--- src/rtl/countdown_mmss.sv ---
// Loadable BCD mm:ss countdown timer. Decrements once per 1 Hz tick while
// running, pulses done on reaching 00:00 and holds there until reloaded.
module countdown_mmss (
  input  logic       reset,
  input  logic       clkin,
  input  logic       tick,
  input  logic       load,
  input  logic [7:0] load_min,
  input  logic [7:0] load_sec,
  input  logic       start,
  input  logic       stop,
  output logic [7:0] min,
  output logic [7:0] sec,
  output logic       running,
  output logic       done,
  output logic       expired
);

  typedef enum logic [1:0] {IDLE, RUN, PAUSE, EXPIRED} state_t;

  state_t     state, state_nxt;
  logic [7:0] min_nxt, sec_nxt;
  logic       done_nxt;
  logic       is_zero, is_one;

  function automatic logic [3:0] clamp_nib(input logic [3:0] v, input logic [3:0] lim);
    return (v > lim) ? lim : v;
  endfunction

  function automatic logic [7:0] sanitize(input logic [7:0] v);
    return {clamp_nib(v[7:4], 4'd5), clamp_nib(v[3:0], 4'd9)};
  endfunction

  // Per-nibble borrow chain; the top nibble never wraps because RUN holds a nonzero value.
  function automatic logic [15:0] decrement(input logic [15:0] v);
    logic [3:0] m10, m1, s10, s1;
    logic       b;
    {m10, m1, s10, s1} = v;
    b  = (s1 == 4'd0);
    s1 = b ? 4'd9 : s1 - 4'd1;
    if (b) begin
      b   = (s10 == 4'd0);
      s10 = b ? 4'd5 : s10 - 4'd1;
    end
    if (b) begin
      b  = (m1 == 4'd0);
      m1 = b ? 4'd9 : m1 - 4'd1;
    end
    if (b) m10 = m10 - 4'd1;
    return {m10, m1, s10, s1};
  endfunction

  assign is_zero = ({min, sec} == 16'h0000);
  assign is_one  = ({min, sec} == 16'h0001);

  always_comb begin
    state_nxt = state;
    min_nxt   = min;
    sec_nxt   = sec;
    done_nxt  = 1'b0;
    if (load) begin
      state_nxt = IDLE;
      min_nxt   = sanitize(load_min);
      sec_nxt   = sanitize(load_sec);
    end else if (stop) begin
      // stop absorbs start and tick in every state; it only acts in RUN
      if (state == RUN) state_nxt = PAUSE;
    end else if (start && (state == IDLE || state == PAUSE)) begin
      if (is_zero) begin
        state_nxt = EXPIRED;
        done_nxt  = 1'b1;
      end else begin
        state_nxt = RUN;
      end
    end else if (tick && state == RUN) begin
      {min_nxt, sec_nxt} = decrement({min, sec});
      if (is_one) begin
        state_nxt = EXPIRED;
        done_nxt  = 1'b1;
      end
    end
  end

  always_ff @(posedge clkin or posedge reset) begin
    if (reset) begin
      state   <= IDLE;
      min     <= 8'h00;
      sec     <= 8'h00;
      running <= 1'b0;
      done    <= 1'b0;
      expired <= 1'b0;
    end else begin
      state   <= state_nxt;
      min     <= min_nxt;
      sec     <= sec_nxt;
      running <= (state_nxt == RUN);
      done    <= done_nxt;
      expired <= (state_nxt == EXPIRED);
    end
  end

endmodule

--- config.mk ---
export PLATFORM = sky130hd
export DESIGN_NAME = countdown_mmss
export DESIGN_NICKNAME = d
export VERILOG_FILES = /design/src/rtl/countdown_mmss.sv
export SDC_FILE = /design/constraint.sdc
export NUM_CORES = 1
export LEC_CHECK = 0
export ABC_AREA = 0
export CORE_ASPECT_RATIO = 0.75
export CORE_MARGIN = 2
export CORE_UTILIZATION = 45
export DETAILED_ROUTE_END_ITERATION = 12
export MAX_ROUTING_LAYER = met4
export PLACE_DENSITY_LB_ADDON = 0.15
export SLEW_MARGIN = 20
export SYNTH_ARGS = -nofsm -noshare
export SYNTH_HDL_FRONTEND = slang
export SYNTH_SLANG_ARGS = --single-unit
export TNS_END_PERCENT = 30
--- constraint.sdc ---
create_clock -name clkin -period 2.2 [get_ports clkin]
set_clock_uncertainty 0.1 [all_clocks]
set_input_delay 0.55 -clock clkin [delete_from_list [all_inputs] [get_ports clkin]]
set_output_delay 0.55 -clock clkin [all_outputs]
set_load 0.02 [all_outputs]
# Word-level counts from Yosys, hierarchy flattened
# Index checks and enable logic that the tools add are counted.
# Widths: inputs -> output; s select.
[op_classes] addsub=4 mul=0 div=0 magnitude_cmp=4 eq_ne=7 shift=0 mux=41 bitwise=0 reduce_logical=16
[op_table] operator="$mux 8" count=8
[op_table] operator="$mux 4" count=10
[op_table] operator="$eq 16x1->1 const B" count=1
[op_table] operator="$logic_not 16->1" count=1
[op_table] operator="$mux 1" count=16
[op_table] operator="$sub 4x1->4 const B" count=4
[op_table] operator="$mux 2" count=7
[op_table] operator="$logic_not 4->1" count=3
[op_table] operator="$reduce_and 4->1" count=3
[op_table] operator="$gt 4x3->1 const B" count=2
[op_table] operator="$gt 4x4->1 const B" count=2
[op_table] operator="$reduce_bool 2->1" count=4
[op_table] operator="$eq 2x1->1 const B" count=2
[op_table] operator="$eq 2x2->1 const B" count=2
[op_table] operator="$ne 2x2->1 const B" count=2
[op_table] operator="$reduce_and 3->1" count=1
[op_table] operator="$logic_and 1x1->1" count=2
[op_table] operator="$logic_not 2->1" count=1
[op_table] operator="$logic_or 1x1->1" count=1
[totals] reg_bits=21 latch_bits=0 ramBits=0 rom_bits=0 out_inout_bits=19 memories=0

# Longest topological paths before layout
[depth] ltp_word=16 ltp_mapped=6 depth_no_buf=5

# Worst setup path before layout
# No wires, ideal clock.
[synth_path] kind="input port to flip-flop" start="input tick" end="register min[7]" arrival_time_ps=1647 required_ps=1975 path_slack_ps=328 cell_stages=6 path_buffers=2 cell_sequence="nor4bb_1 > buf_4 > and4b_1 > buf_6 > nand3_2 > mux2_4"
[synth_between] elab_chain_cells=3
[synth_rtl] item="from (decl)" line="6" rtl="input logic tick,"
[synth_rtl] item="$logic_and 1x1->1" line="75" rtl="end else if (tick && state == RUN) begin"
[synth_rtl] item="$reduce_bool 2->1 (no line)"
[synth_rtl] item="$reduce_and 4->1 (no line)"
[synth_rtl] item="to (signal assigned)" line="94" rtl="min <= min_nxt;"
[synth_rtl] item="to (decl)" line="12" rtl="output logic [7:0] min,"
# No other way between the ends.
# A chain may end at the register's enable or synchronous reset.

# Worst setup path after layout
# Same ends and word-level chain as after synthesis.

==> results.json <==
{
  "status": "finished, final reports clean",
  "power_frac_seq": 0.514,
  "grt_max_degree": 22,
  "drt-wirelength-per-cell_microns": 14.5,
  "synthArstFlopShare": 1.00,
  "p_int_uw": 606,
  "first_pass_iters": 4,
  "p_leak_uw": 0.000741,
  "utilization": 0.677,
  "endpoint_kind": "flip-flop",
  "rsz0062_at_grt": "false",
  "clkSinkCount": 21,
  "ys.flop_type": "dfrtp_1",
  "htreeDepth": 1,
  "max_stage_delay_ns": 0.48,
  "avgSynthCellArea_sq_um": 9.45,
  "netlist_area_sq_um": 1240,
  "cp.required_ns": 2.31,
  "drc": 0,
  "critPathLaunchType": "primary input",
  "cts.path.max_buffers": 2,
  "p_total_uw": 886,
  "gp_congestion": 0.788,
  "io_pins": 41,
  "cts_inserted_buffers": 3,
  "die_height_microns": 49.4,
  "drt-initial-drc-count": 58,
  "max_freq_ghz": 0.470,
  "drtAntennaViolNets": 0,
  "finalCritPeriodShare": 0.968,
  "final-setup-viol-count": 0,
  "clk_pin_slew_worst_paths_ns": 0.12,
  "ys.warnings.count": 0,
  "cts_resized": 1,
  "rows": 16,
  "arrival_ns": 2.24,
  "synth_edf_count": 0,
  "synth_seq_area_share": 0.425,
  "period_minus_slack_ns": 2.13,
  "cp_slowest_cell": "clkdlybuf4s50_1",
  "num-fill-cells": 230,
  "hpwl_microns": 2380,
  "nets": 204,
  "swShare": 0.316,
  "grt_pass1_vias": 1217,
  "layoutNonFillerInstCount": 215,
  "clockRootBuffer": "clkbuf_4",
  "p_switching_uw": 280,
  "r2r_slack_ns": 0.30,
  "hold_viol": 0,
  "ys_top_cells_by_area": "dfrtp_1 (42%), o21ai_0 (5.3%), nor2_1 (3.9%)",
  "start_util": 0.475,
  "p_comb_frac": 0.273,
  "criticalPathCategory": "in2reg",
  "syn_nets": 155,
  "ys_ff_latch": 21,
  "synthDistinctLibCells": 44,
  "post-place-cells": 211,
  "drive_gt1_frac": 0.128,
  "dieArea_sq_um": 3190,
  "syn_to_final_growth_pct": 42.4,
  "synth_area_leader_cell": "dfrtp_1",
  "rr_endpoint": "min[7]",
  "multi_input_area_sq_um": 656,
  "overflow": 0,
  "peakVddDrop_v": 0.000258,
  "hold_buffers": 0,
  "syn_inst": 131,
  "tns_ns": 0,
  "maxSlewHeadroom": 0.682,
  "grt_pass1_wl_microns": 5480,
  "diodes": 0,
  "powerDensity_nw_per_um2": 503,
  "synth_top_area_frac": 0.425,
  "crit_chain": "clkdlybuf4s50_1, nor4bb_2, buf_4, and4b_2, nand3_2, mux2_4",
  "maxCapViolCount": 0,
  "hp-class": "in2async",
  "postCtsSetupBuffers": 0,
  "drv_slew": 0,
  "cts_tree": "yes",
  "grt.total_usage": 0.229,
  "portBuffers": 40,
  "clock_latency_ns": 0.31,
  "vias": 1166,
  "crit_family": "simple AND/OR/NAND/NOR gates",
  "crit_fanout": 6,
  "regArea_sq_um": 528,
  "crit_buf_inv": 2,
  "core_area_sq_um": 2600,
  "antenna_found_initial": 0,
  "r2r_start": "sec[1]",
  "reg2reg_depth": 4,
  "worstMarginPinSlew_ns": 0.474,
  "clock_power_share": 0.213,
  "dieWidth_microns": 64.6,
  "wirelength_microns": 3120,
  "avgViaCountPerCell": 5.42
}
## area by class of cell
cell class	count	share of cell area
multi-input combinational	96	0.372
clock buffer	3	0.0128
tap	36	0.0256
clock inverter	1	0.00284
timing repair buffer	50	0.270
sequential	21	0.300
inverter	8	0.0170
## synthesized netlist by cell type (2+ instances only)
master	count
nand3_1	5
xor2_1	2
a31oi_1	4
clkbuf_1	4
nor4_4	2
inv_1	8
nor2_1	13
o21ai_0	13
nand3b_1	2
ha_1	2
dfrtp_1	21
mux2i_1	4
nand2_1	6
nand4_1	2
o21a_1	2
and4_1	2
a21oi_1	3
nor2b_1	4
a211oi_1	2
xnor2_1	2
nor3_1	5
## cell usage in the layout, fill, tap and decap left out, types with 3 or more instances in the layout
master / count
a21oi_1: 3
inv_1: 8
a31oi_1: 4
mux2i_1: 4
clkbuf_4: 3
buf_4: 10
nor2_1: 13
nor3_1: 5
nor2b_1: 4
dfrtp_1: 19
clkdlybuf4s50_1: 40
o21ai_0: 13
nand2_1: 6
nand3_1: 5
## state kept, by name, indices dropped and copies added (netlist names)
register / count
done: 1
expired: 1
min: 8
running: 1
sec: 8
state: 2
## per-stage QoR
step                      area [sq um]  hold WS [ns]  worst slack [ns]
after global routing              1760         0.488           0.00914
after CTS                         1750         0.462            0.0297
after floorplan                   1240         0.427             0.328
after detailed placement          1720         0.457            -0.318
after global placement            1720         0.457            -0.301
final                             1760         0.462            0.0707
## routing by layer
| layer | vias to the layer above | GRT usage | wire, microns |
|---|---|---|---|
| li1 | 576 | - | - |
| met1 | 563 | 0.280 | 1450 |
| met2 | 25 | 0.378 | 1550 |
| met3 | 2 | 0.0485 | 99 |
| met4 | 0 | 0.0780 | 23 |
| met5 | - | - | 0 |
## cells by family (layout without fill, tap and decap cells)
logic type               Yosys count  count (layout)  share of synthesized area
buffers and inverters             14              62                     0.0516
AO/OA/AOI/OAI                     34              34                      0.176
flip-flops                        21              21                      0.425
XOR/XNOR                           4               4                     0.0283
adder cells (fa/ha/maj)            2               2                     0.0202
AND/OR/NAND/NOR                   51              51                      0.255
multiplexers                       5               5                     0.0445
## worst min-delay path, stage by stage
cell and delay (ns):
clkdlybuf4s50_1 0.40, inv_1 0.05, buf_4 0.27
## power by group through the flow
stage,registers [uW],clock network [uW],logic [uW]
final,455,189,242
after detailed placement,461,0,242
after floorplan,481,0,94.9
after global placement,460,0,234
after CTS,454,199,243
after global routing,462,219,264
## worst max path at each step
stage            from  endpoint  depth (start not counted)
2_1_floorplan    tick    min[7]                          6
3_3_place_gp     tick    min[7]                          6
3_5_place_dp     tick    min[7]                          6
4_1_cts        sec[0]    sec[0]                          1
5_1_grt        min[0]    min[0]                          1
6_report         tick    min[7]                          6
No activity file was read; power rests on OpenSTA's default activity.
